**src/rtl/control_sequencer.sv**
```systemverilog
// Hardwired Moore control unit that sequences instruction fetch and
// three-register ALU instructions (ra <- rb OP rc) for the DataPath.
`timescale 1ns/1ps
module control_sequencer #(
  parameter int          MEM_TIMEOUT = 8,
  parameter logic [4:0]  OPC_MAX     = 5'b01000
) (
  input  logic        clock,
  input  logic        clear,
  input  logic        run,
  input  logic        mem_ready,
  input  logic [31:0] IR,
  output logic        PCout,
  output logic        PCin,
  output logic        IncPC,
  output logic        MARin,
  output logic        Read,
  output logic        MDRin,
  output logic        MDRout,
  output logic        IRin,
  output logic        Yin,
  output logic        ZLowIn,
  output logic        Zlowout,
  output logic        Gra,
  output logic        Grb,
  output logic        Grc,
  output logic        Rin,
  output logic        Rout,
  output logic [4:0]  opcode,
  output logic        busy,
  output logic        fault
);

  localparam int CW = $clog2(MEM_TIMEOUT) + 1;

  typedef enum logic [2:0] {
    IDLE, T0, T1, T2, T3, T4, T5, FAULT
  } state_t;

  state_t        state, next_state;
  logic [CW-1:0] tmo_cnt;
  logic          illegal_op;
  logic          unused_ir;

  // Register fields IR[26:15] are decoded by DataPath, not here.
  assign unused_ir  = ^IR[26:0];
  assign illegal_op = (IR[31:27] > OPC_MAX);

  always_comb begin
    // NOTE: every combinational output gets a default first so no latch is inferred.
    next_state = state;
    case (state)
      IDLE:    if (run) next_state = T0;
      T0:      next_state = T1;
      T1: begin
        if (mem_ready)
          next_state = T2;
        else if (tmo_cnt == CW'(MEM_TIMEOUT - 1))
          next_state = FAULT;
      end
      T2:      next_state = T3;
      T3:      next_state = illegal_op ? FAULT : T4;
      T4:      next_state = T5;
      T5:      next_state = run ? T0 : IDLE;
      FAULT:   next_state = FAULT;
      default: next_state = IDLE;
    endcase
  end

  // NOTE: strobes are decoded from next_state and registered, so each step's
  // controls are glitch-free and valid for the whole cycle spent in that step.
  always_ff @(posedge clock or negedge clear) begin
    if (!clear) begin
      state   <= IDLE;
      tmo_cnt <= '0;
      PCout   <= 1'b0;
      PCin    <= 1'b0;
      IncPC   <= 1'b0;
      MARin   <= 1'b0;
      Read    <= 1'b0;
      MDRin   <= 1'b0;
      MDRout  <= 1'b0;
      IRin    <= 1'b0;
      Yin     <= 1'b0;
      ZLowIn  <= 1'b0;
      Zlowout <= 1'b0;
      Gra     <= 1'b0;
      Grb     <= 1'b0;
      Grc     <= 1'b0;
      Rin     <= 1'b0;
      Rout    <= 1'b0;
      opcode  <= 5'b00000;
      busy    <= 1'b0;
      fault   <= 1'b0;
    end else begin
      // NOTE: sequential state uses non-blocking assignments only, so every
      // register samples pre-edge values regardless of statement order.
      state <= next_state;

      if (next_state == T1 && state != T1)
        tmo_cnt <= '0;
      else if (state == T1)
        tmo_cnt <= tmo_cnt + 1'b1;

      PCout   <= 1'b0;
      PCin    <= 1'b0;
      IncPC   <= 1'b0;
      MARin   <= 1'b0;
      Read    <= 1'b0;
      MDRin   <= 1'b0;
      MDRout  <= 1'b0;
      IRin    <= 1'b0;
      Yin     <= 1'b0;
      ZLowIn  <= 1'b0;
      Zlowout <= 1'b0;
      Gra     <= 1'b0;
      Grb     <= 1'b0;
      Grc     <= 1'b0;
      Rin     <= 1'b0;
      Rout    <= 1'b0;
      opcode  <= 5'b00000;
      busy    <= (next_state != IDLE) && (next_state != FAULT);
      fault   <= (next_state == FAULT);

      case (next_state)
        T0: begin
          PCout <= 1'b1;
          MARin <= 1'b1;
          IncPC <= 1'b1;
          PCin  <= 1'b1;
        end
        T1: begin
          Read  <= 1'b1;
          MDRin <= 1'b1;
        end
        T2: begin
          MDRout <= 1'b1;
          IRin   <= 1'b1;
        end
        T3: begin
          // An illegal opcode heads to FAULT from T3 without touching operands.
          if (!illegal_op) begin
            Grc  <= 1'b1;
            Rout <= 1'b1;
            Yin  <= 1'b1;
          end
        end
        T4: begin
          Grb    <= 1'b1;
          Rout   <= 1'b1;
          ZLowIn <= 1'b1;
          opcode <= IR[31:27];
        end
        T5: begin
          Zlowout <= 1'b1;
          Gra     <= 1'b1;
          Rin     <= 1'b1;
        end
        default: ;
      endcase
    end
  end

endmodule

```
**config.mk**
```make
export PLATFORM = sky130hd
export DESIGN_NAME = control_sequencer
export DESIGN_NICKNAME = d
export VERILOG_FILES = /design/src/rtl/control_sequencer.sv
export SDC_FILE = /design/constraint.sdc
export NUM_CORES = 1
export LEC_CHECK = 0
export CAP_MARGIN = 25
export CORE_AREA = 2 2 46 65
export DETAILED_ROUTE_END_ITERATION = 8
export DIE_AREA = 0 0 48 67
export GPL_ROUTABILITY_DRIVEN = 1
export PLACE_DENSITY = 0.81
export SLEW_MARGIN = 20
export SYNTH_ARGS = -nofsm -noshare
export SYNTH_HDL_FRONTEND = slang
export SYNTH_SLANG_ARGS = --single-unit
```
**constraint.sdc**
```tcl
create_clock -name clock -period 3 [get_ports clock]
set_clock_uncertainty 0.15 [all_clocks]
set_input_delay 0.45 -clock clock [delete_from_list [all_inputs] [get_ports clock]]
set_output_delay 0.45 -clock clock [all_outputs]
set_load 0.01 [all_outputs]
```
Word level (Yosys, flattened, before mapping)
Index checks and enable logic that the tools add are counted.
W data, S select, Z words.

storage, ports and cells
  input port bits = 36
  flip-flop bits (word level) = 21
  word-level logic and storage cells = 53
  output and inout port bits = 23

cells by class
  magnitude comparators = 1
  muxes and demuxes = 17
  reductions and logical operators = 5
  eq/ne operators = 17
  add/sub/neg operators = 1

operator list
  cell                   count
  $eq A3 B3 Y1 const B   8
  $pmux W3 S8            1
  $eq A3 B2 Y1 const B   4
  $mux W3                3
  $mux W1                8
  $mux W4                2
  $eq A3 B1 Y1 const B   2
  $gt A5 B4 Y1 const B   1
  $mux W5                1
  $add A4 B1 Y4 const B  1
  $eq A4 B3 Y1 const B   1
  $logic_not A3 Y1       1
  $ne A3 B2 Y1 const B   1
  $ne A3 B3 Y1 const B   1
  $reduce_bool A3 Y1     1
  $logic_and A1 B1 Y1    2
  $mux W2                1
  $pmux W1 S2            1
  $reduce_bool A2 Y1     1

Depth between registers and ports, before layout
  word-level depth = 7
  depth in mapped cells = 6

Worst setup path before layout
OpenSTA, ideal clock, no wires.

  kind = reg2reg
  start = register tmo_cnt[0]
  end = register busy
  data arrival time = 1.507 ns
  path slack = 1.218 ns
  library setup time = 0.125 ns
  required time = 2.725 ns
  stages on the path, launching flop included = 6
  cell sequence = dfrtp_1 > ha_1 > and3b_1 > a211oi_1 > o22ai_1 > mux2_4

on the way
  cells in the longest elaborated chain, start to end = 6
  elaborated cells between the ends (all ways) = 7
  classes of those cells = 2 x eq/ne; 3 x mux; 2 x reduce/logical

RTL lines
  item                                                RTL line  RTL
  start, declared                                     41        logic [CW-1:0] tmo_cnt;
  start signal, assigned                              103       tmo_cnt <= tmo_cnt + 1'b1;
  $eq A4 B3 Y1 (*)                                    58        else if (tmo_cnt == CW'(MEM_TIMEOUT - 1))
  $mux W3 (*)                                         58
  $mux W3 (*)                                         56        if (mem_ready)
  $pmux W3 S8 (*)                                     52        case (state)
  $ne A3 B3 Y1 or $reduce_bool A3 Y1 (tied branches)  122       busy <= (next_state != IDLE) && (next_state != FAULT);
  $logic_and A1 B1 Y1 (*)                             122
  end signal, assigned                                122
  end, declared                                       30        output logic busy,

Every way passes the cells marked *; elsewhere a longest branch is shown, timed or not.
A chain may end at the register's enable or synchronous reset.

Worst setup path after layout
  start = input port IR[31]
  end = register busy

on the way
  cells in the longest elaborated chain, start to end = 5
  elaborated cells between the ends (all ways) = 6
  classes of those cells = 1 x order compare; 1 x eq/ne; 2 x mux; 2 x reduce/logical

RTL lines
  item                                                RTL line  RTL
  start, declared                                     12        input logic [31:0] IR,
  $gt A5 B4 Y1 (*)                                    47        assign illegal_op = (IR[31:27] > OPC_MAX);
  $mux W2 (*)                                         62        T3: next_state = illegal_op ? FAULT : T4;
  $pmux W3 S8 (*)                                     52
  via next_state[1]                                   40        state_t state, next_state;
  $ne A3 B3 Y1 or $reduce_bool A3 Y1 (tied branches)  122
  $logic_and A1 B1 Y1 (*)                             122

Mark *: on every way through the listed nets, which the timed path passes. The rest lies on a longest branch.

==> flow_summary_export.csv <==
group,metric,value,unit
place,gp_congestion,0.817,
detailed_routing,drcViolationCount,0,
clock_tree,cts_root_buf,"clkbuf_4",
place,hpwl,1.42,mm
clock_tree,clk_pin_slew,0.11,ns
synthesis,synth_mux_area_frac,0.0249,
cells_and_area,antenna_cells,0,
critical_path,critPathLaunchType,"input port",
critical_path,crit_path_end_kind,"register",
sta,relSlewSlack,0.409,
die,die_h,67,microns
synthesis,synth_top_area_frac,0.524,
place,pre_cts_slack,0.664,ns
sta,holdWs,0.433,ns
critical_path,reg2reg_depth,5,
die,ioPinCount,59,
critical_path,cp_data_required_time,3.05,ns
detailed_routing,drtPass1Iterations,3,
detailed_routing,viasPerCell,4.73,
run_status,status,"finished clean",
critical_path,critPathLaunch,"IR[31]",
detailed_routing,routed_wl,1.76,mm
cells_and_area,fillers,238,
global_routing,antenna_found_initial,0,
global_routing,grtUsageTotal,0.128,
clock_tree,cts_tree,"done",
cells_and_area,syn2layout_area_growth,29.6,%
sta,finalCriticalPeriod,2.00,ns
critical_path,worst-path-buf-inv,2,
clock_tree,ctsHtreeMaxLevel,1,
synthesis,yosysWarnings,0,
clock_tree,cts_resized,0,
synthesis,synth_commonest_cells,"dfrtp_1 (21), buf_4 (11), nor2_1 (9)",
sta,slew_viol_final,0,
synthesis,synthArstFlopShare,1.00,
die,start_util,0.384,
critical_path,critPathTopFamily,"buffers and inverters",
die,die_w,48,microns
clock_tree,numCtsBuffers,3,
clock_tree,insertion_delay,0.30,ns
critical_path,critPathSlowestCell,"clkdlybuf4s50_1",
power_and_ir_drop,pwr_density_cell,914,nW/um^2
place,port_buffers,31,
critical_path,crit_fanout,4,
critical_path,critPathMaxStageDelay,0.46,ns
clock_tree,cts_setup_buffers,0,
synthesis,synth_compound_area_frac,0.130,
die,num_rows,22,
synthesis,syn_inst,94,
power_and_ir_drop,ir_drop,0.000328,V
detailed_routing,drtIter0Drc,3,
synthesis,synthXorXnorAreaFrac,0,
critical_path,rr_startpoint,"tmo_cnt[0]",
synthesis,synth_flop_cell,"dfrtp_1",
sta,worst_slew_pin_slew,0.883,ns
global_routing,grt_pass1_vias,730,
clock_tree,cts_sinks,21,
critical_path,worstSetupPathType,"input port to register",
synthesis,synth_nets,131,
sta,finalHoldViolCount,0,
synthesis,ys_seq_area_frac,0.524,
synthesis,synth_area,1000,sq um
sta,setup_viol,0,
die,die_area,3220,sq um
cells_and_area,final_net_count,155,
cells_and_area,final_layout_size_suffix_gt1_frac,0.103,
global_routing,grt_start_max_net_pins,22,
synthesis,avgSynthCellArea,10.7,sq um
critical_path,critPathArrivalTime,2.04,ns
sta,min_period_over_period,0.665,
clock_tree,cts_max_path_buffers,2,
synthesis,synth-seq-cells,21,
detailed_routing,wl_per_cell,11.5,microns
die,core,2620,sq um
synthesis,synth_top_family_by_area,"simple AND/OR/NAND/NOR gates",
detailed_routing,vias,724,
synthesis,synthDistinctLibCells,35,
synthesis,synth-simple-area-share,0.204,
critical_path,crit_chain,"clkdlybuf4s50_1 > nor4_4 > nor2_2 > a211oi_4 > inv_2 > mux2_4",
synthesis,yosysTopAreaCell,"dfrtp_1",
synthesis,synthAdderAreaFrac,0.0125,
sta,worst_slack,1.00,ns
detailed_routing,ant_nets,0,
synthesis,yosys.cell_count.top_type,"dfrtp_1",
power_and_ir_drop,leakagePower,0.000556,uW
flow_run,cap_violations,0,
sta,final.setup.tns,0,ns
min_path,hold_path.class,"register to register",
sta,timing.fmax,501,MHz
clock_tree,cts-hold-fix-buffers,0,
synthesis,synth_edf_count,0,
critical_path,critPathCapture,"busy",
synthesis,yosys-top-cells-area,"dfrtp_1 (52%), buf_4 (8.2%), nor2_1 (3.4%)",
global_routing,grt_pass1_wl,2.94,mm
sta,rsz0062_at_grt,"false",
global_routing,grt_overflow_total,0,
critical_path,r2r-end,"busy",
critical_path,ff2ff_setup_slack,1.02,ns
critical_path,crit_cells,6,
flip-flops by register name, indices dropped and copies added (netlist names):
register	count
busy	1
state	3
MDRin	1
Grc	1
Rout	1
opcode	5
fault	1
IRin	1
Grb	1
Rin	1
MARin	1
tmo_cnt	4
cells in the final DEF (no fill, tap or decap):
cell              n
a211oi_1          1
a211oi_4          1
a21bo_2           1
a21boi_1          1
a21oi_1           4
a22oi_1           1
a41oi_1           1
and2_1            5
and3b_1           1
clkbuf_4          3
clkdlybuf4s50_1  31
clkinv_2          1
conb_1            1
dfrtp_1          21
ha_1              1
inv_1             3
inv_2             1
mux2_4            1
mux2i_1           1
nand2_1           5
nand2b_1          1
nand3_1           1
nor2_1            9
nor2_2            1
nor2b_1           1
nor3_1            4
nor4_1            1
nor4_4            1
nor4b_1           1
o211ai_2          1
o21ai_0           6
o22ai_1           1
or2_2             1
or3_1             1
or3b_1            1
or4bb_1           1
worst min-delay path, cell delays in order, from the launching register on:
cell	delay [ns]
dfrtp_1	0.39
o21ai_0	0.09
o21ai_0	0.07
stage by stage:
stage                     power, uW  utilization  instance area, sq um  std cells
after global routing           1290        0.497                  1300        153
after floorplan                 889            -                  1000         94
final                          1190        0.497                  1300        153
after global placement         1030        0.487                  1270        149
after CTS                      1200        0.497                  1300        153
after detailed placement       1060        0.487                  1270        149
how the worst min path moves through the flow:
| stage | start | endpoint | slack [ns] | depth (start not counted) |
|---|---|---|---|---|
| final | tmo_cnt[3] | tmo_cnt[3] | 0.43 | 2 |
| after detailed placement | tmo_cnt[3] | tmo_cnt[3] | 0.40 | 2 |
| after CTS | tmo_cnt[3] | tmo_cnt[3] | 0.43 | 2 |
| after global routing | tmo_cnt[3] | tmo_cnt[3] | 0.50 | 2 |
| after floorplan | clear | Grb | 0.004 | 0 |
| after global placement | tmo_cnt[3] | tmo_cnt[3] | 0.38 | 2 |
cells by family (layout without fill, tap and decap cells):
logic type / count (synthesis) / after routing
muxes: 2 / 2
other: 1 / 1
buffers and inverters: 16 / 39
and+or+nand+nor: 35 / 35
AOI/OAI and AO/OA: 18 / 18
DFF: 21 / 21
adders and majority gates: 1 / 1
routing by layer:
layer,share of wire,vias up,global-route usage
li1,-,357,-
met1,0.37,339,0.118
met2,0.57,24,0.245
met3,0.037,4,0.0136
met4,0.024,0,0.0709
met5,0,-,0
where the power goes:
part | internal [uW] | switching [uW]
Clock | 49.6 | 81.0
Sequential | 369 | 121
Combinational | 304 | 262
cell type report:
| type | instances | area, sq um | share of cell area |
|---|---|---|---|
| Timing Repair Buffer | 31 | 310 | 0.239 |
| Clock inverter | 1 | 5.00 | 0.00385 |
| Clock buffer | 3 | 22.5 | 0.0173 |
| Inverter | 4 | 15.0 | 0.0115 |
| Sequential cell | 21 | 526 | 0.404 |
| Tap cell | 36 | 45.0 | 0.0346 |
| Multi-Input combinational cell | 57 | 377 | 0.290 |
No activity file was read; power rests on OpenSTA's default activity.
==> edit (same flow settings) <==
The output `fault` loses its register stage (`fault` becomes a continuous assignment).
--- a/src/rtl/control_sequencer.sv
+++ b/src/rtl/control_sequencer.sv
@@ -93,3 +93,2 @@
       busy    <= 1'b0;
-      fault   <= 1'b0;
     end else begin
@@ -122,3 +121,2 @@
       busy    <= (next_state != IDLE) && (next_state != FAULT);
-      fault   <= (next_state == FAULT);
 
@@ -163,2 +161,4 @@
 
+  assign fault = (next_state == FAULT);
+
 endmodule
Check against the original RTL: not equivalent (Yosys sat finds a counterexample within 10 cycles, from zero or initial values).
==> edit against the original RTL <==
- the run now ends with DRC left
- register-to-register slack improved by 0.03 ns
- critical path type is now flop to primary output
- total power rose by 11%
- design area up 0.67%
- wire length increased by 4.9%
- global-route usage shrank 0.11 points
- sequential cell count shrank 1
- sequential share of layout area fell by 2.1 points
- synthesized area fell by 4.9%
- setup slack lost 0.81 ns
- count of clock-buffer cells in the layout stayed put
- clock power increased by 66%
==> edit: results (changes against the original RTL) <==
| Metric | Value |
|---|---|
| Detail Placement HPWL | `1.42 mm (+0.18%)` |
| Synth unique cells | `32 (-8.6%)` |
| Final Cell Area | `0.00131 mm2 (+0.67%)` |
| Critical Path Source | `tmo_cnt[1]` |
| Area grow syn2layout | `37.1%` |
| Ys Warns | `0 (unchanged)` |
| Via count | `749 (+3.5%)` |
| Layout fillers | `235 (-1.3%)` |
| Post-Place Cell Area | `0.00124 mm2 (-2.7%)` |
| Number of non-clock buffers in the layout | `36 (+16%)` |
| Max VDD drop | `0.525 mV (+60%)` |
| Worst slew margin | `43.3% (+2.4 points)` |
| Share of post-route cells with drive strength above 1 | `13.4% (+3.2 points)` |
| Setup Fix Bufs, Post-CTS | `2 (+2)` |
| Sequential fraction of the synthesis area | `52.4% (+0.056 points)` |
| Synth top area cells | `dfrtp_1 (52%), buf_4 (8.7%), nor2_1 (2.8%)` |
| Post-synthesis compound-gate area fraction | `12.1% (-0.91 points)` |
| Worst-path fanout max | `3 (-1)` |
| First-pass GRT wire length | `2.93 mm (-0.24%)` |
| Syn_area_per_cell | `10.5 um2 (-1.7%)` |
| Final worst setup slack | `0.197 ns (-0.807 ns)` |
| Post-Synth Adder-Cell Area | `1.31% (+0.064 points)` |
| Largest net degree at the start of global routing | `21 (-4.5%)` |
| Syn Nets | `128 (-2.3%)` |
| Internal power | `0.855 mW (+18%)` |
| Synth top cells by count | `dfrtp_1 (20), buf_4 (11), nor2_1 (7), inv_1 (5), o21ai_0 (5)` |
| Multi-input gates | `54 (-5.3%)` |
| Fraction of area in multi-input gates | `26.3% (-2.7 points)` |
| Final-layout non-clock buffer area share | `26.5% (+2.6 points)` |
| Worst Setup EP | `fault` |
| Status | `complete, but fails checks` |
| Post-synthesis mux area share | `2.62% (+0.13 points)` |
| CP arrival | `2.20 ns (+0.16 ns)` |
| Inverter count | `5 (+1)` |
| DRC | `1 (+1)` |
| Final wirelength | `1.85 mm (+4.9%)` |
| Violated checks | `DRC` |
| Total GRT Usage | `12.7% (-0.11 points)` |
| Clock-cell share of area | `4.02% (+1.9 points)` |
| Final Instance Count excl. Fillers | `155 (+1.3%)` |
| DR iter-0 viols | `17 (+14)` |
| # clock sinks | `20 (-4.8%)` |
[edit: changes by cell type after synthesis, moves of 2 or more]
cell     unedited run  this run
a211o_1             0         2
nor2_1              9         7
nor3b_1             0         2
inv_1               3         5
[edit: routing by layer]
metal,vias to the layer above,GRT usage [%],share of wire (%)
li1,358,-,-
met1,345,12.8,38
met2,43,23.5,54
met3,3,2.44,7.2
met4,0,5.07,1.2
met5,-,0,0
[edit: how the worst min path moves through the flow]
stage                     from    endpoint  cells past startpoint
floorplan                clear         Grb                      0
global placement    tmo_cnt[1]  tmo_cnt[1]                      2
detailed placement  tmo_cnt[1]  tmo_cnt[1]                      2
CTS                 tmo_cnt[3]  tmo_cnt[3]                      2
global route        tmo_cnt[3]  tmo_cnt[3]                      2
finish              tmo_cnt[3]  tmo_cnt[3]                      2
[edit: critical path, cell delays in order (launching register included)]
cell	delay, ns
dfrtp_1	0.40
ha_2	0.21
nand3b_1	0.11
o311a_1	0.33
or3_1	0.39
and2b_2	0.21
dlygate4sd2_1	0.26
[edit: power groups by stage]
| stage | combinational, mW | clock (mW) | sequential, mW |
|---|---|---|---|
| final | 0.641 | 0.218 | 0.459 |
| after global routing | 0.703 | 0.231 | 0.473 |
| after CTS | 0.646 | 0.221 | 0.457 |
| after detailed placement | 0.625 | 0 | 0.468 |
| after global placement | 0.601 | 0 | 0.458 |
| after floorplan | 0.450 | 0 | 0.424 |
[edit: cell families (layout without fill, tap and decap cells)]
group / count (synthesis) / after routing
AND/OR/NAND/NOR: 33 / 33
flip-flops: 20 / 20
AO/OA/AOI/OAI: 17 / 17
buffers and inverters: 17 / 45
multiplexers: 2 / 2
adder cells (fa/ha/maj): 1 / 1
other: 1 / 1
